File: src/rtl/wb_cmd_master.sv
// Wishbone classic single-transfer initiator.
// Takes one read/write command over a valid/ready port, runs one Wishbone
// cycle for it, and returns read data or a timeout error over a valid/ready
// response port. Only one transaction is ever outstanding.
module wb_cmd_master #(
  parameter int AW      = 32,
  parameter int DW      = 32,
  parameter int TIMEOUT = 255,
  parameter int TW      = 8
) (
  input  logic            wb_clk_i,
  input  logic            wb_rst_i,
  // command port
  input  logic            cmd_valid,
  output logic            cmd_ready,
  input  logic            cmd_we,
  input  logic [AW-1:0]   cmd_adr,
  input  logic [DW-1:0]   cmd_dat,
  input  logic [DW/8-1:0] cmd_sel,
  // response port
  output logic            rsp_valid,
  input  logic            rsp_ready,
  output logic [DW-1:0]   rsp_dat,
  output logic            rsp_err,
  output logic            busy,
  // Wishbone master side
  output logic            wbm_cyc_o,
  output logic            wbm_stb_o,
  output logic            wbm_we_o,
  output logic [AW-1:0]   wbm_adr_o,
  output logic [DW-1:0]   wbm_dat_o,
  output logic [DW/8-1:0] wbm_sel_o,
  input  logic [DW-1:0]   wbm_dat_i,
  input  logic            wbm_ack_i
);

  localparam logic [1:0] S_IDLE = 2'd0;
  localparam logic [1:0] S_BUS  = 2'd1;
  localparam logic [1:0] S_RESP = 2'd2;

  // Counter value seen in the last permitted strobe cycle. Only meaningful
  // when TIMEOUT is non-zero; the wrap for TIMEOUT=0 is masked below.
  localparam logic [TW-1:0] TO_LAST = TW'(TIMEOUT - 1);

  logic [1:0]      r_state;
  logic            r_cyc;
  logic            r_we;
  logic [AW-1:0]   r_adr;
  logic [DW-1:0]   r_dat;
  logic [DW/8-1:0] r_sel;
  logic [TW-1:0]   r_cnt;
  logic            r_rsp_valid;
  logic [DW-1:0]   r_rsp_dat;
  logic            r_rsp_err;
  logic            w_timeout_hit;

  // Abort when the counter reaches the last allowed strobe cycle; an ack in
  // that same cycle is checked first and therefore wins.
  assign w_timeout_hit = (TIMEOUT != 0) && (r_cnt == TO_LAST);

  assign cmd_ready = (r_state == S_IDLE);
  assign busy      = (r_state != S_IDLE);
  assign wbm_cyc_o = r_cyc;
  assign wbm_stb_o = r_cyc;
  assign wbm_we_o  = r_we;
  assign wbm_adr_o = r_adr;
  assign wbm_dat_o = r_dat;
  assign wbm_sel_o = r_sel;
  assign rsp_valid = r_rsp_valid;
  assign rsp_dat   = r_rsp_dat;
  assign rsp_err   = r_rsp_err;

  // Command / bus / response state machine; reset drops any in-flight cycle.
  always_ff @(posedge wb_clk_i) begin
    if (wb_rst_i) begin
      r_state     <= S_IDLE;
      r_cyc       <= 1'b0;
      r_we        <= 1'b0;
      r_adr       <= '0;
      r_dat       <= '0;
      r_sel       <= '0;
      r_cnt       <= '0;
      r_rsp_valid <= 1'b0;
      r_rsp_dat   <= '0;
      r_rsp_err   <= 1'b0;
    end else begin
      case (r_state)
        S_IDLE: begin
          if (cmd_valid) begin
            r_we    <= cmd_we;
            r_adr   <= cmd_adr;
            r_dat   <= cmd_dat;
            r_sel   <= cmd_sel;
            r_cyc   <= 1'b1;
            r_cnt   <= '0;
            r_state <= S_BUS;
          end
        end
        S_BUS: begin
          if (wbm_ack_i) begin
            r_cyc       <= 1'b0;
            r_rsp_dat   <= r_we ? '0 : wbm_dat_i;
            r_rsp_err   <= 1'b0;
            r_rsp_valid <= 1'b1;
            r_state     <= S_RESP;
          end else if (w_timeout_hit) begin
            r_cyc       <= 1'b0;
            r_rsp_dat   <= '0;
            r_rsp_err   <= 1'b1;
            r_rsp_valid <= 1'b1;
            r_state     <= S_RESP;
          end else begin
            r_cnt <= r_cnt + 1'b1;
          end
        end
        S_RESP: begin
          if (rsp_ready) begin
            r_rsp_valid <= 1'b0;
            r_state     <= S_IDLE;
          end
        end
        default: begin
          r_cyc   <= 1'b0;
          r_state <= S_IDLE;
        end
      endcase
    end
  end

endmodule

File: config.mk
export PLATFORM = sky130hd
export DESIGN_NAME = wb_cmd_master
export DESIGN_NICKNAME = d
export VERILOG_FILES = /design/src/rtl/wb_cmd_master.sv
export SDC_FILE = /design/constraint.sdc
export NUM_CORES = 1
export LEC_CHECK = 0
export ABC_AREA = 1
export BUFFER_PORTS_ARGS = -buffer_cell sky130_fd_sc_hd__buf_2
export CAP_MARGIN = 10
export CORE_UTILIZATION = 40
export CTS_BUF_LIST = sky130_fd_sc_hd__clkbuf_4
export CTS_CLUSTER_DIAMETER = 100
export DETAILED_ROUTE_END_ITERATION = 6
export GPL_TIMING_DRIVEN = 0
export PLACE_DENSITY = 0.78
export SLEW_MARGIN = 20
export SYNTH_ARGS = -nofsm -noshare
export SYNTH_HDL_FRONTEND = slang
export SYNTH_SLANG_ARGS = --single-unit
File: constraint.sdc
create_clock -name wb_clk_i -period 1.5 [get_ports wb_clk_i]
set_clock_uncertainty 0.15 [all_clocks]
set_input_delay 0.075 -clock wb_clk_i [delete_from_list [all_inputs] [get_ports wb_clk_i]]
set_output_delay 0.075 -clock wb_clk_i [all_outputs]
set_load 0.02 [all_outputs]
==> impl_metrics.yaml, run 1 <==
run_status:
  outcome: "finished with violations"
  violations: "setup timing"
clocking:
  cts_tree: "yes"
  clk_pin_slew_ps: 140
  cts_sinks: 114
  cts_buffers: 17
  clockBufferDepth: 2
  cts.htree.levels: 4
  cts-root-buf: "clkbuf_4"
  clock_latency_ps: 550
floorplanning:
  die-height_um: 108
  pin_count: 213
  dieArea_um2: 11800
  die_w_um: 108
  core-area_um2: 10900
  start_util_pct: 41.4
  rows: 38
min_path:
  hold_path_depth: 4
  worstHoldStart: "cmd_adr[27]"
  hp-class: "input pin to register"
  worst_hold_path.endpoint: "wbm_adr_o[27]$_SDFFE_PP0P_"
logic_synthesis:
  synth.area.top_cells: "dfxtp_1 (50%), nor2_1 (18%), o21ai_0 (7.2%), nand2_1 (5.5%), inv_1 (4.0%)"
  synthDistinctLibCells: 23
  ys_seq_elements: 114
  syn_inst: 624
  yosys.area.top_type_share_pct: 50.4
  synth_warnings: 0
  async_flop_share_pct: 0
  syn_area_um2: 4530
  yosysMostFrequentCell: "nor2_1"
  syn_area_per_cell_um2: 7.26
  synthesis.nets: 732
  synthTopCellsByCount: "nor2_1 (215), dfxtp_1 (114), nand2_1 (67)"
  synth_edf_count: 0
  yosysTopAreaCell: "dfxtp_1"
  seq_area_frac_synth_pct: 50.4
  ys.flop_type: "dfxtp_1"
timing:
  setup-tns-final_ps: -1490
  setup_viol_count_final: 34
  finalCriticalPeriod_ps: 1590
  setup_ws_ps: -85.2
  slew_violations: 0
  max_slew.worst_pin.slew_ps: 750
  rsz0062_at_grt: "yes"
  fmax_mhz: 631
  fin_crit_sh_pct: 106
  relSlewSlack_pct: 50.0
  fin_hold_ws_ps: 120
  hold_viol: 0
power:
  vdd_drop_max_v: 0.000742
  powerDensity_nw_per_um2: 1040
  pwr-share-seq_pct: 44.6
  switchingPower_w: 0.00265
  clock_power_share_pct: 29.2
  p_int_w: 0.00511
  finalPower_w: 0.00776
  p_leak_nw: 3.75
  p_comb_share_pct: 26.3
  p_sw_share_pct: 34.1
place:
  place_congestion: 0.820
  place_area_um2: 5790
  post-dp-hpwl_mm: 9.00
  io_buffer_count: 212
  preCtsSetupSlack_ps: -323
grt:
  grt_first_pass_wirelength_mm: 25.4
  grt_max_degree: 17
  grt-ovfl-total: 0
  grt_usage_pct: 28.4
  grt_pass1_vias: 5494
  antenna_found_initial: 0
setup_path:
  r2r_start: "r_cnt[0]$_SDFFE_PP0P_"
  cp-start-kind: "register"
  end_kind: "register"
  crit_chain: "inv_4 -> ha_4 -> inv_2 -> nor2_4 -> nand3_4 -> nand2_4 -> buf_6 -> buf_6 -> buf_8 -> nor2_1 -> nor2_1"
  cp_num_buf_inv: 5
  rr_endpoint: "rsp_dat[24]$_SDFFE_PP0P_"
  critPathMaxStageDelay_ps: 370
  r2r.worst_path.cells: 11
  crit_family: "buffers and inverters"
  rrSetupSlack_ps: -90
  arrival_ps: 1920
  crit_required_ps: 1840
  critical_path_class: "register to register"
  path_max_fanout: 10
  worst_path_max_delay_cell: "dfxtp_4"
route:
  wl_per_cell_um: 14.9
  vias: 5579
  drtPass1Iterations: 5
  remaining_drc_errors: 0
  drtIter0Drc: 251
  viasPerCell: 4.92
  wl_mm: 16.9
  ant_nets: 0
job:
  drv_cap: 0
finish:
  final_nets: 1089
  final_area_um2: 7470
  diodes: 0
  layout-drive-gt1-share_pct: 33.6
  areaGrowthSynthToFinish_pct: 64.9
-- state kept, by name (all words and copies together), names as in the netlist --
signal / flops
wbm_dat_o: 32
rsp_err: 1
wbm_cyc_o: 1
wbm_we_o: 1
r_state: 2
r_cnt: 8
wbm_sel_o: 4
rsp_valid: 1
wbm_adr_o: 32
rsp_dat: 32
-- how the worst max path moves through the flow --
stage | startpoint | to | slack [ps] | depth (start not counted)
after floorplan | r_cnt[0]$_SDFFE_PP0P_ | rsp_dat[21]$_SDFFE_PP0P_ | -10 | 11
after global placement | wb_rst_i | wbm_dat_o[21]$_SDFFE_PP0P_ | -260 | 6
after detailed placement | wb_rst_i | wbm_dat_o[15]$_SDFFE_PP0P_ | -320 | 6
after CTS | r_cnt[0]$_SDFFE_PP0P_ | rsp_dat[17]$_SDFFE_PP0P_ | -90 | 12
after global routing | r_cnt[6]$_SDFFE_PP0P_ | rsp_dat[22]$_SDFFE_PP0P_ | -140 | 9
final | r_cnt[0]$_SDFFE_PP0P_ | rsp_dat[24]$_SDFFE_PP0P_ | -90 | 11
-- final cells by class --
cell class	count	area, µm²
Inverter	51	199
Tap cell	140	175
Clock buffer	17	128
Timing Repair Buffer	340	2330
Clock inverter	15	144
Multi-Input combinational cell	422	1970
Buffer	35	226
Sequential cell	114	2300
Fill cell	834	3460
-- tightest hold or removal path, stage by stage --
cell	delay, ps
dlygate4sd3_1	520
buf_2	90
o21ai_1	60
nor2_1	70
-- per-layer routing --
| metal | vias to the layer above | wire length [µm] | global-route usage, % |
|---|---|---|---|
| li1 | 2667 | - | - |
| met1 | 2568 | 6300 | 28.1 |
| met2 | 268 | 8480 | 50.2 |
| met3 | 76 | 1310 | 10.1 |
| met4 | 0 | 780 | 18.1 |
| met5 | - | 0 | 0 |
-- per-stage QoR --
stage / std cells / util, %
floorplan: 624 / -
global placement: 976 / 53.0
detailed placement: 976 / 53.0
CTS: 1129 / 67.2
global route: 1134 / 68.3
finish: 1134 / 68.3
-- power by group through the flow --
stage / Clock, W / Sequential [W] / Combinational (W)
finish: 0.00226 / 0.00346 / 0.00204
CTS: 0.00225 / 0.00344 / 0.00190
detailed placement: 0 / 0.00351 / 0.00159
global route: 0.00242 / 0.00349 / 0.00222
floorplan: 0 / 0.00383 / 0.000689
global placement: 0 / 0.00350 / 0.00158
-- placed cells by master, fill, tap and decap left out, types with 2 or more instances in the layout --
master / netlist / final
dfxtp_1: 114 / 105
nand2_4: 0 / 4
buf_2: 14 / 217
bufinv_16: 0 / 2
nor2_4: 1 / 4
nand4_1: 7 / 7
clkinv_4: 0 / 3
o21ai_1: 29 / 49
dfxtp_2: 0 / 5
dfxtp_4: 0 / 4
buf_6: 5 / 12
o21ai_2: 10 / 14
clkbuf_1: 18 / 12
inv_1: 48 / 45
o21ai_0: 65 / 41
dlygate4sd3_1: 0 / 106
nand2_2: 4 / 3
inv_2: 3 / 4
nand3_4: 0 / 2
clkbuf_4: 0 / 20
nand3_1: 8 / 7
a21oi_1: 7 / 6
nor2_1: 215 / 212
clkinv_1: 0 / 4
nand2_1: 67 / 65
clkinvlp_4: 0 / 5
buf_4: 1 / 23
-- timing repair --
action | 4_1_cts | 5_1_grt
endpoints found under the setup margin | 114 | 104
resized for setup | 33 | 76
cloned | 2 | 1
pin swaps | 7 | 10
hold buffers | 106 | 0
buffers inserted | 14 | 7
endpoints found under the hold margin | 114 | 0
-- kinds of logic after synthesis --
kind of cell / after synthesis / share of synthesized area (%)
and+or+nand+nor: 307 / 27.2
AOI/OAI and AO/OA: 112 / 13.3
adders and majority gates: 2 / 0.552
buffers and inverters: 89 / 8.67
DFF: 114 / 50.4
Note: power is estimated with default switching activity, not from simulation.
==> inputs of run 2 (changes only) <==
Settings changed: PLACE_DENSITY 0.78 to 0.75.
Clock period 1.5 ns to 1.8 ns, I/O delays scaled along.
==> impl_metrics.yaml, run 2 (same netlist as run 1, synthesis figures left out) <==
place:
  post-dp-hpwl_mm: 8.86
  place_congestion: 0.848
  io_buffer_count: 212
clocking:
  clockBufferDepth: 2
  cts.htree.levels: 4
  clock_latency_ps: 490
  cts_tree: "yes"
  clk_pin_slew_ps: 120
  cts-root-buf: "clkbuf_4"
  cts_sinks: 114
  postCtsSetupRepairBufs: 0
  cts_buffers: 17
setup_path:
  critPathMaxStageDelay_ps: 410
  arrival_ps: 1920
  crit_family: "simple AND/OR/NAND/NOR gates"
  end_kind: "register"
  cp_num_buf_inv: 1
  critical_path_class: "register to register"
  cp-start-kind: "register"
  crit_required_ps: 2030
  rrSetupSlack_ps: 110
  rr_endpoint: "wbm_adr_o[15]$_SDFFE_PP0P_"
  r2r.worst_path.cells: 5
  path_max_fanout: 10
  worst_path_max_delay_cell: "dfxtp_1"
  r2r_start: "r_state[1]$_SDFFE_PP0P_"
  crit_chain: "nor2_2 -> nand2_4 -> clkbuf_1 -> o21ai_0 -> nor2_1"
finish:
  final_nets: 1069
  areaGrowthSynthToFinish_pct: 59.2
  layout-drive-gt1-share_pct: 30.0
  final_common_cell: "buf_2"
  diodes: 0
  final_cell_mix: "buf_2 (227), nor2_1 (215), dfxtp_1 (110), dlygate4sd3_1 (105), nand2_1 (67)"
timing:
  relSlewSlack_pct: 66.2
  setup_viol_count_final: 0
  slew_violations: 0
  fin_crit_sh_pct: 93.9
  setup-tns-final_ps: 0
  finalCriticalPeriod_ps: 1690
  rsz0062_at_grt: "no"
  max_slew.worst_pin.slew_ps: 507
  hold_viol: 0
  fmax_mhz: 592
  fin_hold_ws_ps: 181
power:
  p_comb_share_pct: 22.8
  switchingPower_w: 0.00203
  powerDensity_nw_per_um2: 943
  p_int_w: 0.00477
  vdd_drop_max_v: 0.000678
  pwr-share-seq_pct: 42.2
  p_sw_share_pct: 29.9
  p_leak_nw: 3.65
  clock_power_share_pct: 35.0
floorplanning:
  die-height_um: 108
  die_w_um: 108
  rows: 38
  pin_count: 213
  dieArea_um2: 11800
  core-area_um2: 10900
  start_util_pct: 41.4
job:
  drv_cap: 0
grt:
  grt-ovfl-total: 0
  grt_max_degree: 17
  grt_pass1_vias: 5036
  grt_usage_pct: 25.0
  grt_first_pass_wirelength_mm: 23.0
  antenna_found_initial: 0
route:
  wl_per_cell_um: 13.3
  drtIter0Drc: 300
  wl_mm: 14.8
  remaining_drc_errors: 0
  ant_nets: 0
  viasPerCell: 4.74
  drtPass1Iterations: 5
  vias: 5281
min_path:
  worstHoldStart: "wb_rst_i"
  hold_path_depth: 3
  hp-class: "input pin to register"
  worst_hold_path.endpoint: "r_cnt[1]$_SDFFE_PP0P_"
run_status:
  outcome: "finished clean"
-- run 2: worst reg2reg max path: stages (launching register included) --
cell      delay, ps
dfxtp_1         410
nor2_2          230
nand2_4         150
clkbuf_1        250
o21ai_0         310
nor2_1           80
-- run 2: how the worst max path moves through the flow --
stage,startpoint,to,slack [ps],cells past startpoint
floorplan,r_cnt[0]$_SDFFE_PP0P_,rsp_dat[21]$_SDFFE_PP0P_,210,11
global placement,r_cnt[1]$_SDFFE_PP0P_,rsp_dat[24]$_SDFFE_PP0P_,60,10
detailed placement,r_cnt[0]$_SDFFE_PP0P_,rsp_dat[22]$_SDFFE_PP0P_,50,11
CTS,wb_rst_i,wbm_dat_o[12]$_SDFFE_PP0P_,6,7
global route,r_cnt[0]$_SDFFE_PP0P_,rsp_dat[21]$_SDFFE_PP0P_,7,11
finish,r_state[1]$_SDFFE_PP0P_,wbm_adr_o[15]$_SDFFE_PP0P_,110,5
-- run 2: cell type report --
type / count / area, µm²
clock inverter: 12 / 213
tap: 140 / 175
timing repair buffer: 318 / 2120
multi-input combinational: 421 / 1870
sequential: 114 / 2290
inverter: 51 / 191
clock buffer: 19 / 143
fill: 916 / 3720
buffer: 38 / 214
-- run 2: through the flow --
| stage | cell area, µm² | setup slack [ps] | instances | util, % | total power [W] |
|---|---|---|---|---|---|
| finish | 7220 | 110 | 1113 | 66.0 | 0.00680 |
| global placement | 5770 | 60.2 | 976 | 52.7 | 0.00422 |
| global route | 7220 | 7.19 | 1113 | 66.0 | 0.00715 |
| detailed placement | 5770 | 50.0 | 976 | 52.7 | 0.00424 |
| floorplan | 4530 | 209 | 624 | - | 0.00376 |
| CTS | 7170 | 6.42 | 1112 | 65.6 | 0.00677 |
-- run 2: repair_timing --
item | CTS | global route
hold buffers | 105 | 0
gates resized for setup | 0 | 17
endpoints found under the hold margin | 114 | 0
setup endpoints to repair | 0 | 96
-- run 2: layer usage --
layer  share of wire, %  vias up  routed length (µm)  global-route usage (%)
met4                2.0        0                 302                    10.5
met2                 49      243                7240                    43.6
met1                 40     2382                5970                    27.5
met3                8.5       34                1260                    8.68
met5                  0        -                   0                       0
li1                   -     2622                   -                       -
-- run 2: power groups by stage --
| stage | clock network (W) | logic (W) | registers (W) |
|---|---|---|---|
| 3_3_place_gp | 0 | 0.00131 | 0.00292 |
| 3_5_place_dp | 0 | 0.00132 | 0.00292 |
| 5_1_grt | 0.00254 | 0.00171 | 0.00290 |
| 2_1_floorplan | 0 | 0.000571 | 0.00319 |
| 4_1_cts | 0.00240 | 0.00150 | 0.00287 |
| 6_report | 0.00238 | 0.00155 | 0.00287 |
